$ cat src/rtl/seg_pkg.sv
// Shared constants for the 4-digit seven-segment display path.
// Segment patterns are gfedcba, active-high; codes A..F decode to blank.
package seg_pkg;

  localparam logic [3:0] BLANK_BCD = 4'hF;
  localparam logic [6:0] SEG_BLANK = 7'h00;

  function automatic logic [6:0] seg_pattern(input logic [3:0] d);
    case (d)
      4'h0:    return 7'h3F;
      4'h1:    return 7'h06;
      4'h2:    return 7'h5B;
      4'h3:    return 7'h4F;
      4'h4:    return 7'h66;
      4'h5:    return 7'h6D;
      4'h6:    return 7'h7D;
      4'h7:    return 7'h07;
      4'h8:    return 7'h7F;
      4'h9:    return 7'h6F;
      default: return SEG_BLANK;
    endcase
  endfunction

endpackage

$ cat src/rtl/seg_scan_ctrl_if.sv
// Host-side load handshake for the display scan controller.
interface seg_scan_ctrl_if #(
  parameter int NUM_DIGITS = 4
);
  logic                    load;
  logic [4*NUM_DIGITS-1:0] digits_in;
  logic                    blank_lz;
  logic                    ack;

  modport master (output load, output digits_in, output blank_lz, input ack);
  modport slave  (input load, input digits_in, input blank_lz, output ack);
endinterface

$ cat src/rtl/seg_refresh_timer.sv
// Digit-slot timer: cnt runs 0..REFRESH_DIV-1 per slot, idx walks the digits.
// Strobes mark the slot wrap, the frame wrap and the last guard cycle.
module seg_refresh_timer #(
  parameter int NUM_DIGITS  = 4,
  parameter int REFRESH_DIV = 100000,
  parameter int GUARD_CYC   = 4,
  localparam int CW = $clog2(REFRESH_DIV),
  localparam int IW = (NUM_DIGITS > 1) ? $clog2(NUM_DIGITS) : 1
) (
  input  logic          clk,
  input  logic          rst,
  output logic          o_slot_wrap,
  output logic          o_frame_wrap,
  output logic          o_guard_end,
  output logic [IW-1:0] o_idx,
  output logic [IW-1:0] o_idx_nxt
);

  logic [CW-1:0] r_cnt;
  logic [IW-1:0] r_idx;

  assign o_slot_wrap  = (r_cnt == CW'(REFRESH_DIV - 1));
  assign o_frame_wrap = o_slot_wrap && (r_idx == IW'(NUM_DIGITS - 1));
  assign o_guard_end  = (r_cnt == CW'(GUARD_CYC - 1));
  assign o_idx        = r_idx;
  assign o_idx_nxt    = !o_slot_wrap  ? r_idx :
                        o_frame_wrap  ? '0    : r_idx + IW'(1);

  always_ff @(posedge clk) begin
    if (rst) begin
      r_cnt <= '0;
      r_idx <= '0;
    end else if (o_slot_wrap) begin
      r_cnt <= '0;
      r_idx <= o_idx_nxt;
    end else begin
      r_cnt <= r_cnt + CW'(1);
    end
  end

endmodule

$ cat src/rtl/seg_scan_ctrl.sv
// Time-multiplexed scan controller for a common-anode display driving one shared
// decoder; new words are swapped in only at frame boundaries.
module seg_scan_ctrl
  import seg_pkg::*;
#(
  parameter int NUM_DIGITS  = 4,
  parameter int REFRESH_DIV = 100000,
  parameter int GUARD_CYC   = 4
) (
  input  logic                  clk,
  input  logic                  rst,
  seg_scan_ctrl_if.slave        host,
  output logic [3:0]            bcd,
  output logic [NUM_DIGITS-1:0] an
);

  localparam int W  = 4 * NUM_DIGITS;
  localparam int IW = (NUM_DIGITS > 1) ? $clog2(NUM_DIGITS) : 1;

  if (GUARD_CYC < 2 || GUARD_CYC >= REFRESH_DIV) begin : g_bad_guard
    $error("seg_scan_ctrl: GUARD_CYC must be in 2..REFRESH_DIV-1");
  end
  if (NUM_DIGITS < 1) begin : g_bad_digits
    $error("seg_scan_ctrl: NUM_DIGITS must be at least 1");
  end

  logic                  w_slot_wrap;
  logic                  w_frame_wrap;
  logic                  w_guard_end;
  logic [IW-1:0]         w_idx;
  logic [IW-1:0]         w_idx_nxt;
  logic [W-1:0]          w_word_nxt;
  logic [NUM_DIGITS-1:0] w_sup;
  logic                  w_zero_above;
  logic [3:0]            w_nib;
  logic [3:0]            w_bcd_nxt;

  logic [W-1:0]          r_shadow;
  logic [W-1:0]          r_active;
  logic                  r_pending;
  logic                  r_ack;
  logic [3:0]            r_bcd;
  logic [NUM_DIGITS-1:0] r_an;

  seg_refresh_timer #(
    .NUM_DIGITS  (NUM_DIGITS),
    .REFRESH_DIV (REFRESH_DIV),
    .GUARD_CYC   (GUARD_CYC)
  ) u_timer (
    .clk          (clk),
    .rst          (rst),
    .o_slot_wrap  (w_slot_wrap),
    .o_frame_wrap (w_frame_wrap),
    .o_guard_end  (w_guard_end),
    .o_idx        (w_idx),
    .o_idx_nxt    (w_idx_nxt)
  );

  // A load on the boundary edge itself bypasses the shadow register.
  assign w_word_nxt = !w_frame_wrap ? r_active :
                      host.load     ? host.digits_in :
                      r_pending     ? r_shadow : r_active;

  always_comb begin
    w_sup        = '0;
    w_zero_above = host.blank_lz;
    for (int k = NUM_DIGITS - 1; k >= 1; k--) begin
      if (w_word_nxt[4*k +: 4] != 4'h0) w_zero_above = 1'b0;
      w_sup[k] = w_zero_above;
    end
  end

  assign w_nib     = w_word_nxt[{w_idx_nxt, 2'b00} +: 4];
  assign w_bcd_nxt = w_sup[w_idx_nxt] ? BLANK_BCD : w_nib;

  always_ff @(posedge clk) begin
    if (rst) begin
      r_shadow  <= '1;
      r_active  <= '1;
      r_pending <= 1'b0;
      r_ack     <= 1'b0;
      r_bcd     <= BLANK_BCD;
      r_an      <= '1;
    end else begin
      r_ack <= w_frame_wrap && (r_pending || host.load);
      if (w_frame_wrap) begin
        r_active  <= w_word_nxt;
        r_pending <= 1'b0;
      end else if (host.load) begin
        r_shadow  <= host.digits_in;
        r_pending <= 1'b1;
      end
      // bcd changes with the anodes dark; anode turns on after the decoder settles.
      if (w_slot_wrap) begin
        r_bcd <= w_bcd_nxt;
        r_an  <= '1;
      end else if (w_guard_end) begin
        r_an <= ~(NUM_DIGITS'(1) << w_idx);
      end
    end
  end

  assign host.ack = r_ack;
  assign bcd      = r_bcd;
  assign an       = r_an;

endmodule

$ cat src/flat_wrapper.sv
// flat-port wrapper written by rule: the top's interface ports become plain ports
module seg_scan_ctrl_flat import seg_pkg::*;
#(
  parameter int NUM_DIGITS  = 4,
  parameter int REFRESH_DIV = 100000,
  parameter int GUARD_CYC   = 4
)
  (clk, rst, bcd, an, host_load, host_digits_in, host_blank_lz, host_ack);
  seg_scan_ctrl_if #(.NUM_DIGITS(NUM_DIGITS)) host_i ();
  input  logic clk;
  input  logic rst;
  output logic [3:0] bcd;
  output logic [NUM_DIGITS-1:0] an;
  input wire logic [$bits(host_i.load)-1:0] host_load;
  input wire logic [$bits(host_i.digits_in)-1:0] host_digits_in;
  input wire logic [$bits(host_i.blank_lz)-1:0] host_blank_lz;
  output wire logic [$bits(host_i.ack)-1:0] host_ack;
  assign host_i.load = host_load;
  assign host_i.digits_in = host_digits_in;
  assign host_i.blank_lz = host_blank_lz;
  assign host_ack = host_i.ack;
  seg_scan_ctrl #(.NUM_DIGITS(NUM_DIGITS), .REFRESH_DIV(REFRESH_DIV), .GUARD_CYC(GUARD_CYC)) u_core (.clk(clk), .rst(rst), .host(host_i), .bcd(bcd), .an(an));
endmodule
$ cat config.mk
export PLATFORM = sky130hd
export DESIGN_NAME = seg_scan_ctrl_flat
export DESIGN_NICKNAME = d
export VERILOG_FILES = /design/src/rtl/seg_pkg.sv /design/src/rtl/seg_scan_ctrl_if.sv /design/src/rtl/seg_refresh_timer.sv /design/src/rtl/seg_scan_ctrl.sv /design/src/flat_wrapper.sv
export SDC_FILE = /design/constraint.sdc
export NUM_CORES = 1
export LEC_CHECK = 0
export ABC_CLOCK_PERIOD_IN_PS = 5980
export BUFFER_PORTS_ARGS = -buffer_cell sky130_fd_sc_hd__buf_2
export CAP_MARGIN = 20
export CORE_MARGIN = 3
export CORE_UTILIZATION = 62
export DETAILED_ROUTE_END_ITERATION = 6
export PLACE_DENSITY_LB_ADDON = 0.12
export SYNTH_ARGS = -nofsm -noshare
export SYNTH_HDL_FRONTEND = slang
export SYNTH_HIERARCHICAL = 1
export SYNTH_SLANG_ARGS = --single-unit
$ cat constraint.sdc
create_clock -name clk -period 5.98 [get_ports clk]
set_input_delay 1.196 -clock clk [delete_from_list [all_inputs] [get_ports clk]]
set_output_delay 1.196 -clock clk [all_outputs]
set_load 0.03 [all_outputs]
==> metrics, run 1 <==
Setup Viol. Count Final 0; Core Footprint between 4000 and 5000 um^2; Slew Limit Fails 0; RD Place Congestion about 0.84; Ys Warns 6; Setup Buffers After CTS 0; share of cells above drive strength 1 19.4%; final hold vios 0; Clk pin slew, worst setup/hold paths 0.06 ns; Ports 29; Async SR Flop Fraction 0%; clk root buf clkbuf_8; largest family of logic cells by synthesized area simple AND/OR/NAND/NOR gates; Flop pwr share between 50% and 60%; post-synth net total between 300 and 400; H-tree levels 3; VDD IR max ~200 uV; minimum clock period 3.64 ns; Pint around 0.61 mW; pre-CTS setup slack 2.46 ns; Post-Syn Area 2760 um^2; DR vias about 2200; First-pass DRT Iterations 4; sw frac about 22%; Clock Power Share around 40%; crit path max fanout 21; Max-cap violations 0; Final Cell Area about 3100 um^2; setup ws final 2.34 ns; Worst Setup End Kind register; clock skew 0.00601 ns; final WL about 5600 um; drt drc 0; P_sw ~0.18 mW; Chip Height between 70 and 80 um; share of the clock period used by the worst path 60.9%; P&R area growth vs syn 10.4%; FP Rows 23; run status complete, no violations; Setup Crit Path Kind register to register; FMAX between 200 and 300 MHz; Die X 72.8 um; setup TNS 0 ns; Final #Nets roughly 330; clock net sink count between 60 and 70; Critical Path RT ~6.2 ns; gr usage total 23.0%; P_leak 1.10 nW; PortBufs 28; die footprint roughly 5300 um^2; Synth Register Bits 61; worst hold-check path type register to register; mux contribution to synthesized area around 3.9%; DR vias/cell between 6 and 7; Mapped Cells ~290; DRT iter0 DRCs 154; Max-slew headroom roughly half; xor and xnor fraction of the mapped netlist area 4.12%; Post-synth EDFFs 0; ANT cells 0; prevailing post-synth register cell dfxtp_1; Mapped Avg Cell Area 9.66 um^2; maximum buffer depth of the clock tree 2; total grt overflow 0; crit path DAT approximately 3.9 ns; Cell variety after synth 54; initial antenna violation count 0; vias in the first global route roughly 2000; WL per Instance approximately 15 um; Worst-Margin Slew 0.770 ns; first-pass GRT wire length 9480 um; CTS tree built; worst skew pair latency about 0.33 ns; Pwr Density approximately 260 nW/um^2; startpoint types register; number of hold buffers added after CTS 0; unrepaired setup endpoints after global routing no; Post-DP Area ~2900 um^2; largest net degree at the start of global routing 45; HPWL after DPL 3700 um; DRT antenna net count 0; CTS buffer count 9; sequential area share after synthesis 44.2%; simple-gate portion of the synthesized area ~25%; # resized after CTS 0; Logic pwr share roughly 6.4%; Initial Utilization between 60% and 70%; Synth Area in Compound Gates between 10% and 20%; area share of fa/ha/maj cells after synthesis less than 1%
Yosys cell counts (all sizes together), types with 2 or more instances:
| library cell | instances | share of area (%) |
|---|---|---|
| mux2 | 2 | 0.81 |
| buf | 9 | 2.7 |
| nand4bb | 2 | 0.81 |
| o2bb2ai | 13 | 4.1 |
| dfxtp | 61 | 44 |
| o22ai | 15 | 3.6 |
| nor2b | 17 | 3.8 |
| ha | 2 | 0.91 |
| a31oi | 4 | 0.91 |
| mux2i | 4 | 1.4 |
| xor2 | 5 | 1.6 |
| clkbuf | 9 | 1.3 |
| a211o | 16 | 5.1 |
| or4b | 2 | 0.86 |
| nor2 | 25 | 3.4 |
| nor3 | 9 | 1.6 |
| or2 | 3 | 0.68 |
| nand3 | 7 | 1.3 |
| nand2b | 13 | 3.2 |
| nand2 | 13 | 1.8 |
| inv | 4 | 0.54 |
| o21ai | 5 | 0.91 |
| and4 | 2 | 0.63 |
| xnor2 | 8 | 2.5 |
| nor4 | 5 | 1.4 |
| and2b | 2 | 0.54 |
| mux4 | 2 | 1.6 |
| or2b | 2 | 0.54 |
| a21oi | 4 | 0.72 |
| nor3b | 2 | 0.54 |
| nand4 | 5 | 1.6 |
| o221a | 2 | 0.81 |
layout make-up:
class | instances | area, um^2
Fill cell | 321 | 1090
Clock inverter | 1 | 5.00
Sequential cell | 61 | 1220
Timing Repair Buffer | 30 | 160
Inverter | 4 | 15.0
Multi-Input combinational cell | 203 | 1420
Clock buffer | 15 | 166
Tap cell | 50 | 62.6
power by group through the flow:
stage          Sequential [mW]  Combinational, mW  Clock [mW]
2_1_floorplan            0.431             0.0369           0
3_3_place_gp             0.431             0.0486           0
3_5_place_dp             0.432             0.0492           0
4_1_cts                  0.423             0.0493       0.326
5_1_grt                  0.424             0.0566       0.345
6_report                 0.423             0.0507       0.318
flip-flops by register name (all words and copies together), names as in the netlist:
register              flops
u_core/r_pending          1
u_core/u_timer/o_idx      2
u_core/host.ack           1
u_core/r_shadow          16
u_core/bcd                4
u_core/u_timer/r_cnt     17
u_core/an                 4
u_core/r_active          16
cells by family after synthesis:
group	Yosys count
AND/OR/NAND/NOR	117
XOR/XNOR	13
adder cells (fa/ha/maj)	2
flip-flops	61
buffers and inverters	22
AO/OA/AOI/OAI	63
multiplexers	8
placed cells by master (no fill, tap or decap), drive strengths merged, types with 2 or more instances in the layout:
cell and n:
dfxtp 61, o22ai 15, inv 4, nor4 5
nor3 9, mux2 2, o2bb2ai 13, ha 2
a211o 16, a31oi 4, xor2 5, mux2i 4
o21ai 5, nor2 25, nand4bb 2, mux4 2
or4b 2, nor3b 2, nand2b 13, o221a 2
a21oi 4, or2b 2, buf 30, nand2 13
xnor2 8, clkbuf 15, or2 3, and4 2
nand4 5, nand3 7, nor2b 17, and2b 2
critical path: stages (launching register included):
cell and delay (ns):
dfxtp_1 0.35, or4_1 0.55, nor4_1 0.28, and3_1 0.34
and2_1 0.67, o21a_2 0.45, o221a_2 0.28, nor2_1 0.05
a41oi_1 0.22, a2111o_1 0.20, a31oi_1 0.11
metal layers:
layer  wire length [um]  up-vias  track usage [%]
met5                  0        -                0
met4                 90        0             10.7
met3                267        9             5.51
met2               2460       51             32.7
met1               2810     1071             32.7
li1                   -     1092                -
path summary, 6_finish.rpt:
path	start	endpoint	slack [ns]	cells after the start
worst min-delay path	u_core/u_timer/r_cnt[0]	u_core/u_timer/r_cnt[0]	0.47	1
worst max-delay path	u_core/u_timer/r_cnt[6]	u_core/bcd[2]	2.34	10
worst min register to register	u_core/u_timer/r_cnt[0]	u_core/u_timer/r_cnt[0]	0.47	1
worst max register to register	u_core/u_timer/r_cnt[6]	u_core/bcd[2]	2.34	10
through the flow:
step / power (mW) / utilization, % / hold slack (ns) / instances
after global routing: 0.826 / 73.6 / 0.499 / 364
final: 0.791 / 73.6 / 0.470 / 364
after floorplan: 0.467 / - / 0.430 / 286
after CTS: 0.798 / 73.1 / 0.476 / 362
after global placement: 0.480 / 69.0 / 0.445 / 346
after detailed placement: 0.481 / 69.0 / 0.460 / 346
Note: power is estimated with default switching activity, not from simulation.
==> run 2: changes to the inputs <==
Settings changed: ABC_CLOCK_PERIOD_IN_PS 5980 to 3400, CORE_UTILIZATION 62 to 58.
Clock period 5.98 ns to 3.4 ns, I/O delays scaled along.
==> metrics, run 2 (synthesized netlist as in run 1, its figures left out) <==
unrepaired setup endpoints after global routing no; Slew Limit Fails 0 (unchanged); clock net sink count 61 (unchanged); worst skew pair latency 0.34 ns (about the same); Max-slew headroom 52.6% (+4.0 points); first-pass GRT wire length 9220 um (-2.8%); # resized after CTS 0 (unchanged); Core Footprint 4470 um^2 (+8.0%); Final Core Density 68.9% (-4.7 points); Pwr Density 474 nW/um^2 (+83%); HPWL after DPL 3830 um (+3.6%); die footprint 5630 um^2 (+6.3%); Worst Setup End Kind register; Setup Viol. Count Final 0 (unchanged); FMAX 328 MHz (+20%); startpoint types register; PortBufs 28 (unchanged); DR top layer met4; Final #Nets 333 (+0.60%); final WL 5730 um (+1.8%); First-pass DRT Iterations 4 (unchanged); initial antenna violation count 0 (unchanged); Storage cell area 1220 um^2 (unchanged); commonest non-fill, non-tap cell in the layout dfxtp_1; Chip Height 75.0 um (+3.1%); DRT antenna net count 0 (unchanged); FP Rows 24 (+4.3%); P_leak 1.11 nW (+1.5%); share of cells above drive strength 1 20.6% (+1.1 points); total chip power 1.46 mW (+85%); Worst-Margin Slew 0.711 ns (-0.0594 ns); commonest non-fill, non-tap cells in the layout dfxtp_1 (61), buf_2 (28), nor2_1 (24); total grt overflow 0 (unchanged); P&R area growth vs syn 11.6%; Critical Path RT 3.61 ns (-2.57 ns); DP Cell Count 352 (+1.7%); Clk pin slew, worst setup/hold paths 0.07 ns (about the same); worst hold-check path type register to register; Setup Buffers After CTS 0 (unchanged); Met1 Wirelength 2940 um (+4.4%); number of hold buffers added after CTS 0 (unchanged); share of the clock period used by the worst path 89.6% (+29 points); clk root buf clkbuf_8; ANT cells 0 (unchanged); metal3 WL 247 um (-7.5%); Max-cap violations 0 (unchanged); final std cells w/o fill 368 (+1.1%); pre-CTS setup slack 0.386 ns (-2.08 ns); clock skew 0.00664 ns (+0.000634 ns); Ports 29 (unchanged); top flop regs u_core/u_timer/r_cnt: 17 flops, u_core/r_active: 16 flops, u_core/r_shadow: 16 flops; VDD IR max 472 uV (+140%); setup TNS 0 ns (unchanged); fillers 351 (+9.3%); Initial Utilization 61.8% (-4.9 points); setup ws final 0.354 ns (-1.98 ns); DR vias/cell 5.93 (-3.0%); number of flip-flops in the largest register 17 (unchanged); RD Place Congestion 0.796 (-5.4%); Setup Crit Path Kind register to register; CTS buffer count 9 (unchanged); Multi-input gate area 1420 um^2 (unchanged); maximum buffer depth of the clock tree 2 (unchanged); vias in the first global route 1910 (-5.4%); H-tree levels 3 (unchanged); run status complete, no violations; gr usage total 21.8% (-1.2 points); Die X 75.0 um (+3.1%); drt drc 0 (unchanged); Largest Register u_core/u_timer/r_cnt; met2 WL 2470 um (+0.69%); DR vias 2181 (-1.9%); CTS tree built; minimum clock period 3.05 ns (-0.598 ns); crit path DAT 3.26 ns (-0.59 ns); largest net degree at the start of global routing 45 (unchanged); crit path max fanout 16 (-24%); DRT iter0 DRCs 132 (-14%); final hold vios 0 (unchanged); WL per Instance 15.6 um (+0.71%)
[run 2: cell count changes in the layout (fill, tap and decap cells not counted)]
cell        delta
buf_2          -1
buf_4          +4
buf_8          -1
bufinv_16      +1
clkbuf_1       -2
clkbuf_8       -1
clkinv_2       +1
clkinvlp_4     +1
[run 2: through the flow]
stage / hold WS [ns] / cell area, um^2
finish: 0.465 / 3080
global route: 0.501 / 3080
CTS: 0.471 / 3080
detailed placement: 0.455 / 2890
global placement: 0.446 / 2890
floorplan: 0.430 / 2760
[run 2: final timing paths]
path | start | endpoint | slack (ns) | depth (start not counted)
hold reg to reg | u_core/u_timer/r_cnt[0] | u_core/u_timer/r_cnt[0] | 0.46 | 1
setup reg to reg | u_core/u_timer/r_cnt[6] | u_core/bcd[1] | 0.35 | 10
setup / recovery | u_core/u_timer/r_cnt[6] | u_core/bcd[1] | 0.35 | 10
hold / removal | u_core/u_timer/r_cnt[0] | u_core/u_timer/r_cnt[0] | 0.46 | 1
[run 2: critical path: stages, from the launching register on]
cell and delay, ns:
dfxtp_1 0.36, or4_1 0.56, nor4_1 0.24, and3_1 0.33, and2_1 0.24, o21a_2 0.35
o221a_2 0.29, nor2_1 0.06, a41oi_1 0.20, a2111o_1 0.19, a31oi_1 0.09
[run 2: per-layer routing]
layer  vias to the layer above  GRT usage, %
met5                         -             0
met4                         0          6.52
met3                         8          9.08
met2                        48          31.5
met1                      1026          29.7
li1                       1099             -
[run 2: where the power goes]
part           leakage, nW  switching (mW)  internal [mW]
Combinational        0.520          0.0486         0.0410
Clock               0.0964           0.272          0.356
Sequential           0.498          0.0111          0.733
[run 2: area by class of cell]
cell class | instances | share of cell area (%)
well taps | 52 | 2.11
clock inverters | 4 | 1.54
inverters | 4 | 0.487
flip-flops and latches | 61 | 39.6
repair buffers | 32 | 5.52
multi-input cells | 203 | 46.0
clock buffers | 12 | 4.71
==> run 3: changes to the inputs <==
Settings changed: GPL_TIMING_DRIVEN set to 0, SLEW_MARGIN set to 20.
==> metrics, run 3 (synthesized netlist as in run 1, its figures left out) <==
number of flip-flops in the largest register 17 (unchanged); Max-cap violations 0 (unchanged); P&R area growth vs syn 16.2%; number of hold buffers added after CTS 0 (unchanged); run status complete, no violations; Chip Height 75.0 um (unchanged); worst skew pair latency 0.33 ns (about the same); first-pass GRT wire length 9310 um (+0.98%); DP Cell Count 366 (+4.0%); Max-slew headroom 56.4% (+3.8 points); clock net sink count 61 (unchanged); Slew Limit Fails 0 (unchanged); Largest stage delay, worst path 0.59 ns (+0.03 ns); unrepaired setup endpoints after global routing no; total chip power 1.56 mW (+6.9%); Setup Buffers After CTS 0 (unchanged); Initial Utilization 61.8% (unchanged); Die X 75.0 um (unchanged); top flop regs u_core/u_timer/r_cnt: 17 flops, u_core/r_active: 16 flops, u_core/r_shadow: 16 flops; min-delay src u_core/r_active[3]; hold-critical path endpoint u_core/r_active[3]; share of cells above drive strength 1 22.5% (+1.9 points); commonest non-fill, non-tap cells in the layout dfxtp_1 (61), buf_2 (30), nor2_1 (25); Critical Path RT 3.66 ns (+0.05 ns); clock skew 0.00787 ns (+0.00123 ns); Largest Register u_core/u_timer/r_cnt; startpoint types register; DR vias/cell 5.90 (-0.40%); minimum clock period 3.19 ns (+0.140 ns); Worst R2R Path Depth 10 (unchanged); ANT cells 0 (unchanged); crit path max fanout 19 (+3); Core Footprint 4470 um^2 (unchanged); RD Place Congestion 0.843 (+5.9%); RR Endpoint u_core/bcd[0]; FMAX 314 MHz (-4.4%); DRT antenna net count 0 (unchanged); PortBufs 28 (unchanged); FF-to-FF Start u_core/u_timer/r_cnt[6]; Clk pin slew, worst setup/hold paths 0.07 ns (about the same); worst hold stages 2 (+1); vias in the first global route 2025 (+6.0%); Setup Viol. Count Final 0 (unchanged); DRT iter0 DRCs 188 (+42%); Worst-Margin Slew 0.648 ns (-0.0628 ns); CTS buffer count 9 (unchanged); fillers 346 (-1.4%); Crit path top cell by count buf_6; die footprint 5630 um^2 (unchanged); share of the clock period used by the worst path 93.7% (+4.1 points); WL per Instance 15.6 um (+0.27%); Setup Crit Path Kind register to register; Pwr Density 487 nW/um^2 (+2.7%); gr usage total 22.3% (+0.47 points); reg2reg setup slack 0.21 ns (-0.14 ns); pre-CTS setup slack 0.0152 ns (-0.371 ns); commonest non-fill, non-tap cell in the layout dfxtp_1; Final #Nets 346 (+3.9%); final hold vios 0 (unchanged); initial antenna violation count 0 (unchanged); slowest cell on the critical path or4_1; CTS tree built; First-pass DRT Iterations 4 (unchanged); Ports 29 (unchanged); Worst Setup End Kind register; crit path DAT 3.44 ns (+0.18 ns); Final Core Density 71.8% (+2.8 points); setup TNS 0 ns (unchanged); total grt overflow 0 (unchanged); largest net degree at the start of global routing 20 (-56%); drt drc 0 (unchanged); clk root buf clkbuf_8; setup ws final 0.215 ns (-0.140 ns); HPWL after DPL 4240 um (+11%); final std cells w/o fill 381 (+3.5%); P_leak 1.17 nW (+5.0%); maximum buffer depth of the clock tree 2 (unchanged); H-tree levels 3 (unchanged); worst hold-check path type register to register; cells along the critical path or4_1, nor4_2, and3_2, and2_2, buf_6, o21a_2, buf_6, o2bb2ai_1, mux4_2, a31oi_1; final WL 5940 um (+3.8%); FP Rows 24 (unchanged); VDD IR max 312 uV (-34%); DR vias 2249 (+3.1%)
run 3: where the power goes:
part,total (mW),switching (mW),internal (mW)
logic,0.0982,0.0521,0.0461
registers,0.743,0.00996,0.733
clock network,0.722,0.268,0.454
run 3: how the worst max path moves through the flow:
stage,from,to
2_1_floorplan,u_core/u_timer/r_cnt[6],u_core/bcd[0]
3_3_place_gp,u_core/u_timer/r_cnt[6],u_core/bcd[2]
3_5_place_dp,u_core/u_timer/r_cnt[6],u_core/bcd[0]
4_1_cts,u_core/u_timer/r_cnt[6],u_core/bcd[0]
5_1_grt,u_core/u_timer/r_cnt[6],u_core/bcd[2]
6_report,u_core/u_timer/r_cnt[6],u_core/bcd[0]
run 3: worst max-delay path: cells and delay by family, from the launching register on:
family	cells	cell delay [ns]
flops	1	0.36
simple gates	4	1.32
buf+inv	2	0.37
compound gates	3	0.57
mux	1	0.49
run 3: timing repair:
item,4_1_cts,5_1_grt
hold endpoints to repair,0,0
setup endpoints to repair,4,4
resized for setup,0,4
run 3: routing by layer:
metal / vias to the layer above / part of all wire (%) / GRT usage, %
met5: - / 0 / 0
met4: 0 / 1.6 / 12.1
met1: 1083 / 49 / 29.5
li1: 1120 / - / -
met3: 9 / 4.2 / 5.34
met2: 37 / 45 / 33.5
run 3: metrics by stage:
| step | area (um^2) | hold WS, ns |
|---|---|---|
| global route | 3210 | 0.486 |
| finish | 3210 | 0.473 |
| global placement | 2970 | 0.444 |
| CTS | 3190 | 0.473 |
| floorplan | 2760 | 0.430 |
| detailed placement | 2970 | 0.454 |
run 3: area by class of cell:
type	instances	area [um^2]	area share, %
buffer	17	110	3.43
clock buffer	13	159	4.95
clock inverter	3	67.6	2.10
inverter	4	15.0	0.468
multi-input combinational	203	1430	44.6
sequential	61	1220	38.0
tap	52	65.1	2.03
timing repair buffer	28	140	4.36
